File: config.mk
export PLATFORM = sky130hd
export DESIGN_NAME = posit_mult_out_buf
export DESIGN_NICKNAME = d
export VERILOG_FILES = /design/src/rtl/posit_mult_out_buf.sv
export SDC_FILE = /design/constraint.sdc
export NUM_CORES = 1
export LEC_CHECK = 0
export BUFFER_PORTS_ARGS = -buffer_cell sky130_fd_sc_hd__buf_2
export CAP_MARGIN = 5
export CORE_ASPECT_RATIO = 0.6
export CORE_MARGIN = 1.5
export CORE_UTILIZATION = 45
export DETAILED_ROUTE_END_ITERATION = 6
export GPL_TIMING_DRIVEN = 0
export PLACE_DENSITY_LB_ADDON = 0.2
export SETUP_SLACK_MARGIN = 0.02
export SLEW_MARGIN = 40
export SYNTH_ARGS = -nofsm -noshare
export SYNTH_HDL_FRONTEND = slang
export SYNTH_SLANG_ARGS = --single-unit
export TNS_END_PERCENT = 1
File: constraint.sdc
create_clock -name clk -period 2.3 [get_ports clk]
set_input_delay 0.23 -clock clk [delete_from_list [all_inputs] [get_ports clk]]
set_output_delay 0.23 -clock clk [all_outputs]
set_load 0.1 [all_outputs]
File: src/rtl/posit_mult_out_buf.sv
// Result FIFO behind the posit multiplier: captures products on done, presents them
// first-word fall-through over valid/ready, and keeps sticky drop plus NaR/zero counters.
module posit_mult_out_buf #(
    parameter int N     = 16,
    parameter int DEPTH = 4,
    parameter int AW    = $clog2(DEPTH),
    parameter int CW    = 16
) (
    input  logic          clk,
    input  logic          rst,
    input  logic          done,
    input  logic [N-1:0]  in_out,
    input  logic          in_inf,
    input  logic          in_zero,
    output logic          m_valid,
    input  logic          m_ready,
    output logic [N-1:0]  m_data,
    output logic          m_inf,
    output logic          m_zero,
    output logic          full,
    output logic          empty,
    output logic [AW:0]   count,
    output logic          drop,
    output logic [CW-1:0] nar_cnt,
    output logic [CW-1:0] zero_cnt,
    input  logic          clr
);

    localparam logic [AW:0]   FULL_CNT = (AW + 1)'(DEPTH);
    localparam logic [AW:0]   ONE_CNT  = (AW + 1)'(1);
    localparam logic [AW-1:0] ONE_PTR  = AW'(1);
    localparam logic [CW-1:0] CNT_MAX  = {CW{1'b1}};
    localparam logic [CW-1:0] ONE_EV   = CW'(1);

    logic [N-1:0]  mem_data [DEPTH];
    logic          mem_inf  [DEPTH];
    logic          mem_zero [DEPTH];
    logic [AW-1:0] rd_ptr;
    logic [AW-1:0] wr_ptr;
    logic          push;
    logic          pop;
    logic [N-1:0]  norm_data;

    // Handshake: a head entry transfers on any rising edge where m_valid and m_ready are
    // both high; m_valid depends only on registered occupancy, never on done.
    assign full    = (count == FULL_CNT);
    assign empty   = (count == '0);
    assign m_valid = ~empty;
    assign pop     = m_valid & m_ready;
    assign push    = done & (~full | pop);

    always_comb begin
        norm_data = in_out;
        if (in_inf) begin
            norm_data = {1'b1, {(N-1){1'b0}}};
        end else if (in_zero) begin
            norm_data = '0;
        end
    end

    // When full with a pop, wr_ptr equals rd_ptr, so the write lands in the slot being freed.
    always_ff @(posedge clk) begin
        if (!rst && push) begin
            mem_data[wr_ptr] <= norm_data;
            mem_inf[wr_ptr]  <= in_inf;
            mem_zero[wr_ptr] <= in_zero;
        end
    end

    always_ff @(posedge clk) begin
        if (rst) begin
            rd_ptr <= '0;
            wr_ptr <= '0;
            count  <= '0;
        end else begin
            if (push) begin
                wr_ptr <= wr_ptr + ONE_PTR;
            end
            if (pop) begin
                rd_ptr <= rd_ptr + ONE_PTR;
            end
            if (push && !pop) begin
                count <= count + ONE_CNT;
            end else if (pop && !push) begin
                count <= count - ONE_CNT;
            end
        end
    end

    always_ff @(posedge clk) begin
        if (rst || clr) begin
            drop     <= 1'b0;
            nar_cnt  <= '0;
            zero_cnt <= '0;
        end else begin
            if (done && !push) begin
                drop <= 1'b1;
            end
            if (push && in_inf && nar_cnt != CNT_MAX) begin
                nar_cnt <= nar_cnt + ONE_EV;
            end
            if (push && in_zero && !in_inf && zero_cnt != CNT_MAX) begin
                zero_cnt <= zero_cnt + ONE_EV;
            end
        end
    end

    assign m_data = m_valid ? mem_data[rd_ptr] : '0;
    assign m_inf  = m_valid ? mem_inf[rd_ptr]  : 1'b0;
    assign m_zero = m_valid ? mem_zero[rd_ptr] : 1'b0;

endmodule

## Yosys cells after proc, flatten, opt, wreduce, memory -nomap -nowiden

Memory sizes are Yosys's and may differ from the RTL's. A register that Yosys moved wholly into a read port is not among the register bits.
Index checks and enable logic that the tools add are counted.

| word-level totals | value |
|---|---|
| register bits after elaboration | 40 |
| output and inout bits | 57 |
| word-level logic and storage cells | 54 |
| memories | 3 |
| input port bits | 23 |
| RAM bits | 72 |

| cells by class | value |
|---|---|
| mux-type cells | 15 |
| equal/unequal tests | 3 |
| bitwise logic cells | 5 |
| reduce and logical (&&, ||, !) cells | 16 |
| add/subtract/negate cells | 6 |

Memories:

| name | words | bits a word | rd ports | clocked after memory_dff | wr ports | RTL line | source |
|---|---|---|---|---|---|---|---|
| mem_data | 4 | 16 | 1 | 1 | 1 | 35 | `logic [N-1:0] mem_data [DEPTH];` |
| mem_inf | 4 | 1 | 1 | 1 | 1 | 36 | `logic mem_inf [DEPTH];` |
| mem_zero | 4 | 1 | 1 | 1 | 1 | 37 | `logic mem_zero [DEPTH];` |

Operator list:

| cell | number |
|---|---|
| 16-bit two-way mux | 3 |
| 16-bit by 1-bit adder with 16-bit output (second input constant) | 2 |
| 16-bit != test (second input constant) | 2 |
| 2-bit two-way mux | 6 |
| 1-bit logical AND | 9 |
| 3-bit two-way mux | 2 |
| 2-bit by 1-bit adder with 2-bit output (second input constant) | 2 |
| 1-bit logical NOT | 4 |
| 1-bit two-way mux | 4 |
| 3-bit by 1-bit adder with 3-bit output (second input constant) | 1 |
| 3-bit equality test (second input constant) | 1 |
| 3-bit logical NOT | 1 |
| 3-bit by 1-bit subtractor with 3-bit output (second input constant) | 1 |
| 1-bit AND | 2 |
| 1-bit inverter | 2 |
| 2-bit nonzero test | 1 |
| 1-bit logical OR | 1 |
| 1-bit bitwise OR | 1 |

## Longest topological paths before layout

Gate-level depths: netlist of the first run.

| logic depth | value |
|---|---|
| depth in word-level cells | 9 |
| gate-level depth with buffers | 10 |
| mapped depth without buffers | 9 |

## Least setup slack after synthesis of the first run

OpenSTA, ideal clock, no wires.

| timing path | value |
|---|---|
| path type | register to register |
| start point | register count[2] |
| end point | register drop |
| arrival | 3715 ps |
| stages on the path, launching flop included | 4 |
| library setup time | 74 ps |
| slack | -1489 ps |
| data required time | 2226 ps |
| clock period less this slack | 3789 ps |
| path buffers | 0 |
| cell sequence | dfxtp_1 nor3b_1 a31oi_1 nor2_1 |

| on the way | value |
|---|---|
| elaborated cells between the ends (all ways) | 9 |
| classes of those cells | 1 x eq/ne; 5 x bitwise; 3 x reduce/logical |

RTL lines:

| what | RTL line | source |
|---|---|---|
| start, declared | 22 | `output logic [AW:0] count,` |
| start signal, assigned | 83 | `count <= count + ONE_CNT;` |
| start signal, assigned | 85 | `count <= count - ONE_CNT;` |
| 3-bit equality test | 46 | `assign full = (count == FULL_CNT);` |
| net full | 20 | `output logic full,` |
| 1-bit inverter | 50 | `assign push = done & (~full \| pop);` |
| 1-bit bitwise OR | 50 |  |
| 1-bit AND | 50 |  |
| 1-bit logical NOT | 96 | `if (done && !push) begin` |
| 1-bit logical AND | 96 |  |
| end signal, assigned | 92 | `drop <= 1'b0;` |
| end signal, assigned | 97 | `drop <= 1'b1;` |
| end, declared | 23 | `output logic drop,` |

The timed path passes the listed nets, and every way through them passes these cells.
A chain may end at the register's enable or synchronous reset.

## Final worst setup path of the first run

| timing path | value |
|---|---|
| start point | register count[0] |
| end point | register count[2] |

| on the way | value |
|---|---|
| cells in the longest elaborated chain, start to end | 8 |
| elaborated cells between the ends (all ways) | 16 |
| classes of those cells | 2 x add/sub; 1 x eq/ne; 2 x mux; 5 x bitwise; 6 x reduce/logical |

RTL lines:

| what | RTL line | source |
|---|---|---|
| 3-bit logical NOT | 47 | `assign empty = (count == '0);` |
| 1-bit inverter | 48 | `assign m_valid = ~empty;` |
| 1-bit AND | 49 | `assign pop = m_valid & m_ready;` |
| 1-bit bitwise OR | 50 |  |
| 1-bit AND | 50 |  |
| 1-bit logical NOT | 84 | `end else if (pop && !push) begin` |
| 1-bit logical AND | 84 |  |
| 2-bit nonzero test (no line) | -- |  |

Several ways; a longest one is shown, not always the timed one. The select of a mux whose other input is x is not followed.

==> results of run 1 <==
==> path summary, 6_finish.rpt <==
check	start	to	slack (ps)	cells past startpoint
worst max-delay path	count[0]	count[2]	100	10
worst max register to register	count[0]	count[2]	100	10
worst min register to register	zero_cnt[2]	zero_cnt[2]	490	1
worst min-delay path	in_zero	mem_zero[2]	130	1
==> what timing repair did <==
item,CTS,global route
setup endpoints to repair,12,13
gates resized for setup,21,16
hold buffers,0,0
pin swaps,0,2
buffers inserted,3,2
==> stage by stage <==
stage / util / instances / hold WS, ps / setup WS, ps / area, µm²
6_report: 0.593 / 653 / 131 / 101 / 6390
3_3_place_gp: 0.526 / 617 / 463 / -101 / 5670
4_1_cts: 0.587 / 651 / 120 / -14.5 / 6330
2_1_floorplan: - / 399 / 329 / -114 / 5100
5_1_grt: 0.593 / 653 / 129 / -4.03 / 6390
3_5_place_dp: 0.527 / 617 / 471 / -144 / 5680
==> cell families after synthesis <==
logic type,count (synthesis)
and+or+nand+nor,163
DFF,114
AOI/OAI and AO/OA,52
muxes,29
buffers and inverters,28
adders and majority gates,8
xor gates and xnor gates,5
==> Yosys cell counts (2+ instances only) <==
master | instances | area, µm²
nand3_1 | 11 | 55.1
clkbuf_1 | 12 | 45.0
o41ai_1 | 2 | 17.5
and2_1 | 41 | 257
or3_1 | 15 | 93.8
ha_1 | 7 | 87.6
xor2_1 | 4 | 35.0
and3_1 | 3 | 18.8
buf_2 | 4 | 20.0
o311ai_0 | 2 | 17.5
edfxtp_1 | 72 | 2160
a211oi_1 | 5 | 37.5
o21ai_0 | 7 | 35.0
dfxtp_1 | 42 | 841
o31ai_1 | 11 | 82.6
nor3_1 | 4 | 20.0
nand4_1 | 13 | 81.3
and4_1 | 6 | 52.6
mux2i_1 | 11 | 110
inv_1 | 11 | 41.3
nor2_1 | 13 | 48.8
a21oi_1 | 21 | 105
or4_1 | 11 | 82.6
nor4_1 | 5 | 31.3
mux4_2 | 18 | 405
nand2_1 | 28 | 105
==> final cells by class <==
type | count | area [µm²] | area share
Buffer | 16 | 106 | 0.0166
Clock buffer | 18 | 429 | 0.0671
Clock inverter | 14 | 139 | 0.0217
Inverter | 11 | 41.3 | 0.00646
Multi-Input combinational cell | 257 | 2010 | 0.314
Sequential cell | 114 | 3020 | 0.473
Tap cell | 139 | 174 | 0.0272
Timing Repair Buffer | 84 | 477 | 0.0746
==> flip-flops by register name (all words and copies together), names as in the netlist, 2 cells and up, named ones only <==
name,cells
mem_data,64
nar_cnt,16
zero_cnt,16
mem_inf,4
mem_zero,4
count,3
rd_ptr,2
wr_ptr,2
==> metal layers <==
metal	GRT usage	up-vias
met3	0.0553	6
met1	0.289	1784
met2	0.305	109
li1	-	1748
met4	0.0574	0
met5	0	-
==> report_power, final <==
group          internal, mW  leakage, nW  switching, mW
sequential             2.30         1.01         0.0821
clock                  1.58        0.266          0.917
combinational         0.836         1.05           2.45
total                  4.72         2.32           3.45
==> critical path: stages (launching register included) <==
cell and delay, ps:
dfxtp_4 360, or4b_4 540, buf_6 140, nand2_4 70, inv_1 40, ha_2 180
inv_2 60, fa_2 200, xor2_1 90, or3_4 340, a21oi_2 110
==> reports/metrics.cfg, run 1 <==
[timing]
setup_viol=0
finalCritPeriodShare=0.956
fin_tns_setup_ps=0
worstMarginPinSlew_ps=642
min_period_ps=2200
hold_viol_final=0
final_max_slew_viol_count=0
fin_skew_ps=11.0
timing.slew.headroom=0.569
fmax_mhz=455

[detailed_routing]
met3_length_um=566
wl_per_cell_um=17.5
vias=3647
routed.top_layer=met4
wirelength_met1_mm=5.63
via_per_inst=5.58
ant_nets=0
wl_mm=11.4
route.detailed.drc=0
drt_iter0_drc=269
wl_met2_mm=5.15
drt_pass1_iterations=4

[global_route]
grt_max_degree=19
track_usage=0.202
grt_pass1_wl_mm=18.2
grt-ovfl-total=0
grt_pass1_vias=3465
antenna_found_initial=0

[pwr]
vdd_drop_max_uv=699
powerDensity_nw_per_um2=1280
power_leakage_nw=2.32
power_mw=8.17

[final_layout]
final_nets=532
n_antenna_cell=0
final_common_cell=edfxtp_1
synthToLayoutAreaGrowth_pct=25.9
final_cell_mix=72 x edfxtp_1, 71 x buf_2, 37 x and2_1
fillers=864
drive_gt1_frac=0.327

[clock_tree]
clk_pin_slew_worst_paths_ps=50
ctsRootBufferMaster=clkbuf_16
cts_sinks=114
cts_buffer_depth=2
cts_tree=built
h-tree-depth=4
cts_buffers=17
clock_latency_ps=410

[synthesis]
ys_seq_area_frac=0.591
muxShareOfSynthArea=0.102
synth_xor_xnor_area_share=0.00862
yosys.area_share.simple=0.190
ys_ff_latch=114
syn-cell-area_um2=5080
synth_edf_count=72
syn_avg_cell_area_um2=12.7
synth_nets=430
synth_top_family_by_area=simple AND/OR/NAND/NOR gates
synth_compound_area_frac=0.0645
syn_inst=399
ys.flop_type=edfxtp_1
ys_warn_count=0
synthAdderAreaFrac=0.0212
async_flop_share=0
synth.distinct_cells=46

[status]
status=completed

[job]
cap_violations=0

[setup_path]
critical_path_required_ps=2630
critical_path_class=reg -> reg
cp-start-kind=flip-flop
arrival_ps=2530
worstSetupEndpointType=flip-flop
path_max_fanout=5

[floorplan]
fp-row-count=29
die_area_um2=12000
start_util=0.471
fp.dieH_um=85.3
fp.coreArea_um2=10800
ios=80
die_w_um=140

[placement]
place_congestion=0.894
hpwl_mm=7.68
io_buffers=79

[worst_hold_path]
hold_class=in -> reg

(Power assumes the default switching activity.)
==> inputs of run 2 (changes only) <==
==> constraint.sdc (replaced) <==
create_clock -name clk -period 2.3 [get_ports clk]
set_input_delay 0.23 -clock clk [delete_from_list [all_inputs] [get_ports clk]]
set_output_delay 0.23 -clock clk [all_outputs]
set_load 0.02 [all_outputs]
==> reports/metrics.cfg, run 2 (synthesis gave the netlist of run 1 again) <==
[floorplan]
start_util=0.471  ; unchanged
ios=80  ; unchanged
die_area_um2=12000  ; unchanged
die_w_um=140  ; unchanged
fp.dieH_um=85.3  ; unchanged
fp-row-count=29  ; unchanged
fp.coreArea_um2=10800  ; unchanged

[worst_hold_path]
hold_class=in -> reg

[setup_path]
path_cells=or4b_4 -> buf_6 -> nand2_4 -> inv_1 -> ha_2 -> inv_1 -> fa_2 -> xor2_1 -> or3_4 -> a21oi_2
critical_path.max_stage_delay_ps=530  ; about the same
path_buf_inv=3  ; unchanged
path_max_fanout=4  ; -1
crit_family=simple AND/OR/NAND/NOR gates
critical_path_required_ps=2620  ; about the same
worstSetupEndpointType=flip-flop
cpMostUsedCell=inv_1
arrival_ps=2490  ; -40 ps
slowest_stage=or4b_4
critical_path_class=reg -> reg
cp-start-kind=flip-flop

[pwr]
vdd_drop_max_uv=726  ; +4.0%
power.share.clock=0.392  ; +0.086
pwr-share-seq=0.360  ; +0.068
internal_power_mw=4.72  ; about the same
power_leakage_nw=2.33  ; +0.32%
combPwrFrac=0.248  ; -0.154
power.switching_mw=1.88  ; -45%
switching_share=0.285  ; -0.137
powerDensity_nw_per_um2=1040  ; -19%

[detailed_routing]
ant_nets=0  ; unchanged
drt_iter0_drc=259  ; -3.7%
via_per_inst=5.60  ; +0.32%
drt_pass1_iterations=5  ; +1
wl_per_cell_um=17.4  ; -0.36%
vias=3653  ; +0.16%
route.detailed.drc=0  ; unchanged
wl_mm=11.3  ; -0.52%

[placement]
io_buffers=79  ; unchanged
place_ws_ps=-89.5  ; +54.2 ps
place_congestion=0.880  ; -1.6%
hpwl_mm=7.65  ; -0.32%

[clock_tree]
cts_hold_buf=0  ; unchanged
h-tree-depth=4  ; unchanged
clk_pin_slew_worst_paths_ps=50  ; about the same
cts_sinks=114  ; unchanged
cts_tree=built
ctsRootBufferMaster=clkbuf_16
cts_buffers=17  ; unchanged
cts_buffer_depth=2  ; unchanged
clock_latency_ps=400  ; about the same

[final_layout]
largest_reg_flops=64  ; unchanged
n_antenna_cell=0  ; unchanged
largestRegisters=mem_data (64), nar_cnt (16), zero_cnt (16)
largest_register=mem_data
fillers=899  ; +4.1%
drive_gt1_frac=0.308  ; -0.0189
synthToLayoutAreaGrowth_pct=25.0
final_common_cell=buf_2
multi_input_area_um2=2000  ; -0.25%
regArea_um2=3010  ; -0.25%
final_cell_mix=80 x buf_2, 72 x edfxtp_1, 38 x dfxtp_1
final_nets=531  ; -0.19%

[timing]
fin_tns_setup_ps=0  ; unchanged
final_max_slew_viol_count=0  ; unchanged
min_period_ps=2170  ; -29.2 ps
setup_viol=0  ; unchanged
hold_viol_final=0  ; unchanged
finalCritPeriodShare=0.944  ; -0.0127
finalWorstSetupSlack_ps=130  ; +29.2 ps
fin_skew_ps=12.1  ; +1.06 ps
worstMarginPinSlew_ps=673  ; +31.4 ps
timing.slew.headroom=0.550  ; -0.0191
rsz0062_at_grt=false
fmax_mhz=461  ; +1.3%

[global_route]
track_usage=0.203  ; +0.000451
grt_pass1_wl_mm=18.2  ; about the same
grt-ovfl-total=0  ; unchanged
grt_max_degree=19  ; unchanged
grt_pass1_vias=3522  ; +1.6%
antenna_found_initial=0  ; unchanged

[job]
cap_violations=0  ; unchanged

[status]
status=completed

-- run 2: cell types whose count changed in the layout (fill, tap and decap cells not counted), moves of 4 or more --
cell        change
dfxtp_1         +4
clkbuf_1        +4
clkinvlp_4      -5
buf_4           -6
buf_2           +9
buf_6           -4
-- run 2: power groups by stage --
stage / sequential, mW / combinational (mW) / clock (mW)
2_1_floorplan: 2.42 / 1.04 / 0
3_3_place_gp: 2.41 / 1.50 / 0
3_5_place_dp: 2.42 / 1.52 / 0
4_1_cts: 2.37 / 1.64 / 2.63
5_1_grt: 2.39 / 1.79 / 2.73
6_report: 2.37 / 1.64 / 2.59
-- run 2: final timing paths --
path                    from     endpoint  slack [ps]  cells after the start
hold reg to reg   nar_cnt[4]   nar_cnt[4]         500                      2
setup reg to reg    count[0]     count[2]         130                     10
hold / removal       in_zero  mem_zero[0]         130                      1
setup / recovery    count[0]     count[2]         130                     10
-- run 2: metal layers --
metal  GRT usage  share of wire
met1       0.294           0.50
met2       0.299           0.44
met3      0.0497          0.056
met4      0.0689         0.0065
met5           0              0
-- run 2: layout make-up --
cell class | count | share of cell area
flip-flops and latches | 114 | 0.475
well taps | 139 | 0.0274
clock buffers | 25 | 0.0834
inverters | 11 | 0.00651
plain buffers | 16 | 0.0152
repair buffers | 83 | 0.0670
clock inverters | 7 | 0.0104
multi-input cells | 257 | 0.315
-- run 2: metrics by stage --
step                      hold WS (ps)  instance area [µm²]  power [mW]  std cells   util
after floorplan                    329                 5080        3.46        399      -
after global placement             474                 5650        3.91        617  0.525
after detailed placement           490                 5670        3.94        617  0.526
after CTS                          126                 6330        6.64        652  0.588
after global routing               144                 6350        6.91        652  0.589
final                              133                 6350        6.60        652  0.589
-- run 2: repair_timing --
action	4_1_cts	5_1_grt
buffers inserted	4	0
resized for setup	15	4
setup endpoints to repair	12	10
